`src/rtl/stereo_addr_sequencer.sv`:
```
// Line-buffer read address sequencer for a multi-pass stereo disparity engine.
// Optional macro STEREO_ADDR_CLAMP_EN: saturate right addresses at LAST instead of wrapping.
module stereo_addr_sequencer #(
    parameter int unsigned LINE_WIDTH = 640,
    parameter int unsigned PAD        = 4,
    parameter int unsigned ADDR_W     = 10,
    parameter int unsigned NUM_PIPES  = 4,
    parameter int unsigned NUM_PASSES = 16,
    localparam int unsigned PASS_W    = (NUM_PASSES > 1) ? $clog2(NUM_PASSES) : 1
) (
    input  logic                        clock,
    input  logic                        reset,
    input  logic                        read_start,
    input  logic                        hold,
    output logic                        read_enable,
    output logic [ADDR_W-1:0]           address_left,
    output logic [NUM_PIPES*ADDR_W-1:0] address_right,
    output logic [PASS_W-1:0]           pass_index,
    output logic                        busy,
    output logic                        done
);

    localparam int unsigned LAST  = LINE_WIDTH + PAD - 1;
    localparam int unsigned SUM_W = ADDR_W + 1;
    localparam int unsigned RA_W  = NUM_PIPES * ADDR_W;

    typedef enum logic [1:0] {
        S_IDLE = 2'd0,
        S_RUN  = 2'd1,
        S_DONE = 2'd2
    } state_t;

    state_t              r_state;
    state_t              w_state_next;
    logic [ADDR_W-1:0]   r_addr;
    logic [ADDR_W-1:0]   w_addr_next;
    logic [PASS_W-1:0]   r_pass;
    logic [PASS_W-1:0]   w_pass_next;
    logic [RA_W-1:0]     r_right;
    logic [RA_W-1:0]     w_right_next;
    logic                r_read_enable;
    logic                w_read_enable_next;
    logic                r_busy;
    logic                w_busy_next;
    logic                r_done;
    logic                w_done_next;

    // Right address per pipe: left + pass*NUM_PIPES + k, formed one bit wider than the bus.
    function automatic logic [RA_W-1:0] right_addr(input logic [ADDR_W-1:0] a,
                                                   input logic [PASS_W-1:0] p);
        logic [RA_W-1:0]  v;
        logic [SUM_W-1:0] s;
        v = '0;
        for (int k = 0; k < int'(NUM_PIPES); k++) begin
            s = SUM_W'(a) + SUM_W'(p) * SUM_W'(NUM_PIPES) + SUM_W'(k);
`ifdef STEREO_ADDR_CLAMP_EN
            v[k*ADDR_W +: ADDR_W] = (s > SUM_W'(LAST)) ? ADDR_W'(LAST) : ADDR_W'(s);
`else
            v[k*ADDR_W +: ADDR_W] = ADDR_W'(s);
`endif
        end
        return v;
    endfunction

    // Next state and next registered outputs.
    always_comb begin
        w_state_next       = r_state;
        w_addr_next        = r_addr;
        w_pass_next        = r_pass;
        w_read_enable_next = 1'b0;
        w_busy_next        = 1'b0;
        w_done_next        = 1'b0;
        case (r_state)
            S_IDLE: begin
                if (read_start) begin
                    w_state_next       = S_RUN;
                    w_addr_next        = '0;
                    w_pass_next        = '0;
                    w_read_enable_next = 1'b1;
                    w_busy_next        = 1'b1;
                end
            end
            S_RUN: begin
                w_busy_next = 1'b1;
                if (!hold) begin
                    if (r_addr == ADDR_W'(LAST)) begin
                        w_addr_next = '0;
                        if (r_pass == PASS_W'(NUM_PASSES - 1)) begin
                            w_state_next = S_DONE;
                            w_pass_next  = '0;
                            w_busy_next  = 1'b0;
                            w_done_next  = 1'b1;
                        end else begin
                            w_pass_next        = r_pass + PASS_W'(1);
                            w_read_enable_next = 1'b1;
                        end
                    end else begin
                        w_addr_next        = r_addr + ADDR_W'(1);
                        w_read_enable_next = 1'b1;
                    end
                end
            end
            S_DONE: begin
                w_state_next = S_IDLE;
            end
            default: begin
                w_state_next = S_IDLE;
            end
        endcase
        w_right_next = right_addr(w_addr_next, w_pass_next);
    end

    always_ff @(posedge clock) begin
        if (reset) begin
            r_state       <= S_IDLE;
            r_addr        <= '0;
            r_pass        <= '0;
            r_right       <= right_addr('0, '0);
            r_read_enable <= 1'b0;
            r_busy        <= 1'b0;
            r_done        <= 1'b0;
        end else begin
            r_state       <= w_state_next;
            r_addr        <= w_addr_next;
            r_pass        <= w_pass_next;
            r_right       <= w_right_next;
            r_read_enable <= w_read_enable_next;
            r_busy        <= w_busy_next;
            r_done        <= w_done_next;
        end
    end

    assign read_enable   = r_read_enable;
    assign address_left  = r_addr;
    assign address_right = r_right;
    assign pass_index    = r_pass;
    assign busy          = r_busy;
    assign done          = r_done;

endmodule
```
`config.mk`:
```
export PLATFORM = sky130hd
export DESIGN_NAME = stereo_addr_sequencer
export DESIGN_NICKNAME = d
export VERILOG_FILES = /design/src/rtl/stereo_addr_sequencer.sv
export SDC_FILE = /design/constraint.sdc
export NUM_CORES = 1
export LEC_CHECK = 0
export ABC_CLOCK_PERIOD_IN_PS = 4200
export CAP_MARGIN = 20
export CORE_MARGIN = 3
export CORE_UTILIZATION = 40
export DETAILED_ROUTE_END_ITERATION = 16
export GPL_TIMING_DRIVEN = 0
export PLACE_DENSITY = 0.69
export SLEW_MARGIN = 40
export SYNTH_ARGS = -nofsm -noshare
export SYNTH_HDL_FRONTEND = slang
export SYNTH_SLANG_ARGS = --single-unit
export TNS_END_PERCENT = 20
```
`constraint.sdc`:
```
create_clock -name clock -period 4.2 [get_ports clock]
set_clock_uncertainty 0.15 [all_clocks]
set_input_delay 0.63 -clock clock [delete_from_list [all_inputs] [get_ports clock]]
set_output_delay 0.63 -clock clock [all_outputs]
set_load 0.01 [all_outputs]
```
Word level (Yosys, flattened, before mapping)
Cells that the tools add are included.
- reductions and logical operators: 3
- multipliers: 0
- add/subtract/negate cells: 6
- eq/ne operators: 7
- magnitude comparators: 0
- multiplexer cells: 22
- shift-type cells: 0
- div/mod/pow operators: 0
- bitwise gates (word level): 2
- operator list (kind ; count):
    two-way mux 10 bit ; 3
    adder 10 x 1 -> 10 bit, second input constant ; 2
    adder 10 x 2 -> 10 bit, second input constant ; 2
    case mux 10 bit (2 select lines) ; 1
    two-way mux 4 bit ; 4
    adder 10 x 6 -> 10 bit ; 1
    equality test 10 bit, second input constant ; 1
    two-way mux 2 bit ; 4
    inequality test 2 bit, second input constant ; 4
    case mux 4 bit (2 select lines) ; 1
    two-way mux 1 bit ; 6
    adder 4 x 1 -> 4 bit, second input constant ; 1
    equality test 4 bit, second input constant ; 1
    case mux 1 bit (2 select lines) ; 2
    case mux 2 bit (2 select lines) ; 1
    AND reduction 4 bit ; 1
    OR reduction 4 bit ; 1
    equality test 2 x 1 -> 1 bit, second input constant ; 1
    logical NOT 2 bit ; 1
    inverter 1 bit ; 2
- output and inout bits: 57
- bits in latches: 0
- register bits: 59
- input bits: 4
- memories kept: 0
- RAM bits: 0
- word-level logic and storage cells: 47
- bits in read-only memories: 0

Depth between registers and ports, before layout
- depth in word-level cells: 7
- mapped depth: 17

Worst setup path before layout
No wires, ideal clock.
- kind: reg-to-reg
- start: register r_addr[8] (netlist: address_left[8])
- end: register r_right[19] (netlist: address_right[19])
- clock period less this slack: 4.042 ns
- stages on the path, launching flop included: 17
- library setup time: 0.121 ns
- arrival: 3.771 ns
- path slack: 0.158 ns
- required time: 3.929 ns
- cells stage by stage: dfxtp_1 -> buf_2 -> or4bb_1 -> o31ai_2 -> buf_4 -> nand2_1 -> nand2_1 -> o31ai_1 -> ha_1 -> fa_1 -> a21o_1 -> a21oi_1 -> o21bai_1 -> nor2_1 -> o211a_1 -> or3_1 -> mux2i_1
- word-level cells in the longest chain between the ends: 6
- RTL lines (item ; RTL line ; text):
    start: declaration ; 35 ; logic [ADDR_W-1:0] r_addr;
    start signal: assignment ; 124 ; r_addr <= w_addr_next;
    equality test 10 bit ; 86 ; if (r_addr == ADDR_W'(LAST)) begin
    two-way mux 4 bit ; 86 ;
    two-way mux 4 bit ; 85 ; if (!hold) begin
    case mux 4 bit (2 select lines) ; 73 ; case (r_state)
    via w_pass_next[0] ; 38 ; logic [PASS_W-1:0] w_pass_next;
    adder 10 x 6 -> 10 bit ; 55 ; s = SUM_W'(a) + SUM_W'(p) * SUM_W'(NUM_PIPES) + SUM_W'(k);
    adder 10 x 1 -> 10 bit ; 55 ;
    end signal: assignment ; 118 ; r_right <= right_addr('0, '0);
    end signal: assignment ; 126 ; r_right <= w_right_next;
    end: declaration ; 39 ; logic [RA_W-1:0] r_right;
The timed path passes the listed nets, and every way through them passes these cells.
A chain may end at the register's enable or synchronous reset.

Worst setup path after layout
- start: register r_addr[8] (netlist: address_left[8])
- end: register r_right[19] (netlist: address_right[19])
- word-level cells in the longest chain between the ends: 6
- RTL lines (item ; RTL line ; text):
    equality test 10 bit ; 86 ;
    two-way mux 10 bit ; 86 ;
    two-way mux 10 bit ; 85 ;
    case mux 10 bit (2 select lines) ; 73 ;
    via w_addr_next[3] ; 36 ; logic [ADDR_W-1:0] w_addr_next;
    adder 10 x 6 -> 10 bit ; 55 ;
    adder 10 x 1 -> 10 bit ; 55 ;
The timed path passes the listed nets, and every way through them passes these cells.

==> impl_results.md <==
* Switching share of power at 0.225
* Critical Path End: address_right[19]$_SDFF_PP0_
* Synth Warn # at 0
* Antenna Nets Post-Route at 0
* Core area at 6420 um2
* Clock power share at 0.377
* Die area at 7700 um2
* Initial antenna violation count at 0
* Drt pass-1 iters at 4
* RR Endpoint: address_right[19]$_SDFF_PP0_
* CP required at around 4.2 ns
* CTS sink count at 55
* CTS Buf Count at 5
* Syn avg cell area at 8.91 um2
* CTS tree: built
* Syn nets at 315
* Cell-internal power at 759 uW
* CP Max Fanout at 10
* Gpl congestion at 0.890
* Crit. End Element: flop
* Total design power at about 980 uW
* Largest cells by area after synthesis: dfxtp_1, ha_1, nor2b_1, xnor2_1, nor2_1
* Drt via density at 5.19
* Most used flip-flop cell after synthesis: dfxtp_1
* Sequential power share at 0.544
* Top cell type's share of synthesized area at 0.412
* Clock network latency to the later pin of the worst-skew pair at 0.31 ns
* Gate count of the mapped netlist at 300
* Total Routing Usage GR at 0.171
* Fraction of registers with async set/reset at 0
* Final cell utilization of the core at 0.556
* Post-synth EDFFs at 0
* Ant. Diodes at 0
* Initial Util at 0.416
* Synth cell types at 53
* Post-DP HPWL at approximately 4.6 mm
* Setup CP Type: reg -> reg
* CTS Root Cell: clkbuf_8
* Number of core rows at 29
* Flop-to-flop setup slack at 0.13 ns
* DR iter-0 viols at 71
* Final period util at 0.968
* Largest net degree at the start of global routing at 18
* Final TNS setup at 0 ns
* Combinational Power Share at 0.080
* Worst R2R Path Depth at 15
* Largest area contributor in the netlist: dfxtp_1
* Status: complete, no violations
* Slew Limit Fails at 0
* Nets at 381
* Place WS at -0.646 ns
* Die height at 87.7 um
* Peak Freq at 0.246 GHz
* Clock buffer depth at 2
* Io pins at slightly above 60
* First-pass GRT wire length at 10.3 mm
* P_sw at around 220 uW
* Total number of vias at 2,304
* Power density over the cells at ~270 nW/um2
* Final Hold Vio Count at 0
* Arr. time, crit path at between 4 and 5 ns
* Input/output buffers at 60
* Max-Cap Viols at 0
* Remaining routing DRC violations at 0
* Area growth, synth to finish at 33.7%
* Final WL at 6.29 mm
* Crit path time final at between 4 and 5 ns
* Share of cells above drive strength 1 at 0.117
* Routed length per placed instance at 14.2 um
* VDD IR-drop max at between 0.00015 and 0.0002 V
* Hold Path Class: reg -> reg
* Total global routing overflow at 0
* Flop and latch count out of synthesis at 55
* Worst R2R Start: address_left[8]$_SDFF_PP0_
* Commonest cells in the netlist: dfxtp_1, nor2_1, nand2_1
* Final setup margin at 0.133 ns
* Horiz. Die Dim at 87.7 um
* Top-count cell post-synth: dfxtp_1
* # hold bufs at CTS at 0
* Vias in the first global route at 2,144
* Worst Tran Pin Value at between 0.6 and 0.7 ns
* # fillers at 582
* Sequential area share after synthesis at 0.412
* Crit start category: flop
* Leak pwr at 1.37 nW
* CTS clk-pin slew, worst paths at roughly 0.1 ns
* Synthesized area at 2670 um2
* Worst Setup SP: address_left[8]$_SDFF_PP0_
* Endpoints failing setup at 0
* H-tree depth at 2
* Max_slew headroom at 0.541
## cell families after synthesis
group,after synthesis,share of synthesized area
buffers and inverters,25,0.0440
and+or+nand+nor,134,0.276
adders and majority gates,11,0.0543
xor gates and xnor gates,21,0.0758
DFF,55,0.412
muxes,4,0.0150
AOI/OAI and AO/OA,50,0.123
## routing by layer
layer	track usage	part of all wire	vias up
met1	0.230	0.48	1029
met2	0.271	0.45	77
met4	0.0656	0.022	0
met3	0.0339	0.050	12
met5	0	0	-
li1	-	-	1186
## worst max-delay path, cell delays in order, from the launching register on
cell	delay (ns)
dfxtp_1	0.32
buf_2	0.18
or4bb_4	0.55
o31ai_4	0.21
buf_6	0.16
a21oi_1	0.04
o21ai_0	0.23
o31ai_2	0.16
fa_2	0.42
a21o_1	0.22
a21oi_4	0.19
o21bai_1	0.17
nor2_1	0.08
o211a_2	0.31
or3_1	0.40
mux2i_1	0.13
## worst min path at each step
stage | from | end | slack (ns) | depth (start not counted)
after detailed placement | pass_index[3]$_SDFF_PP0_ | r_state[1]$_SDFFE_PP0P_ | 0.40 | 2
after floorplan | pass_index[3]$_SDFF_PP0_ | done$_SDFF_PP0_ | 0.40 | 2
after global routing | pass_index[3]$_SDFF_PP0_ | r_state[1]$_SDFFE_PP0P_ | 0.50 | 2
final | pass_index[3]$_SDFF_PP0_ | done$_SDFF_PP0_ | 0.43 | 2
after global placement | pass_index[3]$_SDFF_PP0_ | r_state[1]$_SDFFE_PP0P_ | 0.41 | 2
after CTS | pass_index[3]$_SDFF_PP0_ | r_state[1]$_SDFFE_PP0P_ | 0.42 | 2
## sequential cells by signal, indices dropped and copies added, names as in the netlist
name,cells
busy,1
address_right,36
pass_index,4
read_enable,1
r_state,2
done,1
address_left,10
## stage by stage
stage,hold slack [ns],cell area [um2],std cells
final,0.432,3570,444
after global routing,0.495,3570,444
after CTS,0.421,3520,446
after detailed placement,0.399,3370,437
after global placement,0.407,3370,437
after floorplan,0.396,2670,300
## cell usage in the layout, fill, tap and decap left out, drive strengths merged, types with 8 or more instances in the layout
| cell type | Yosys | routed |
|---|---|---|
| clkdlybuf4s50 | 0 | 59 |
| o21ai | 12 | 12 |
| ha | 10 | 10 |
| inv | 9 | 10 |
| nor2b | 18 | 18 |
| nor2 | 23 | 23 |
| nor3 | 11 | 11 |
| a21oi | 10 | 10 |
| xnor2 | 13 | 13 |
| buf | 11 | 11 |
| dfxtp | 55 | 55 |
| xor2 | 8 | 8 |
| nand2 | 22 | 22 |
| nand3 | 16 | 16 |
| clkbuf | 5 | 10 |
## final cells by class
| class | count | area, um2 | share of cell area |
|---|---|---|---|
| plain buffers | 14 | 82.6 | 0.0231 |
| clock buffers | 6 | 82.6 | 0.0231 |
| clock inverters | 2 | 38.8 | 0.0109 |
| inverters | 9 | 33.8 | 0.00945 |
| multi-input cells | 220 | 1530 | 0.428 |
| flip-flops and latches | 55 | 1100 | 0.309 |
| well taps | 77 | 96.3 | 0.0270 |
| repair buffers | 61 | 607 | 0.170 |
## power groups by stage
stage | logic [mW] | registers [mW] | clock network, mW
floorplan | 0.0388 | 0.547 | 0
global placement | 0.0742 | 0.544 | 0
detailed placement | 0.0747 | 0.545 | 0
CTS | 0.0759 | 0.533 | 0.379
global route | 0.0848 | 0.534 | 0.401
finish | 0.0780 | 0.533 | 0.369
## timing repair
action	CTS	global route
resized for setup	6	15
hold endpoints to repair	0	0
endpoints found under the setup margin	7	10
buffers inserted	1	0
pin swaps	0	6
Power figures use the tool's default switching activity.
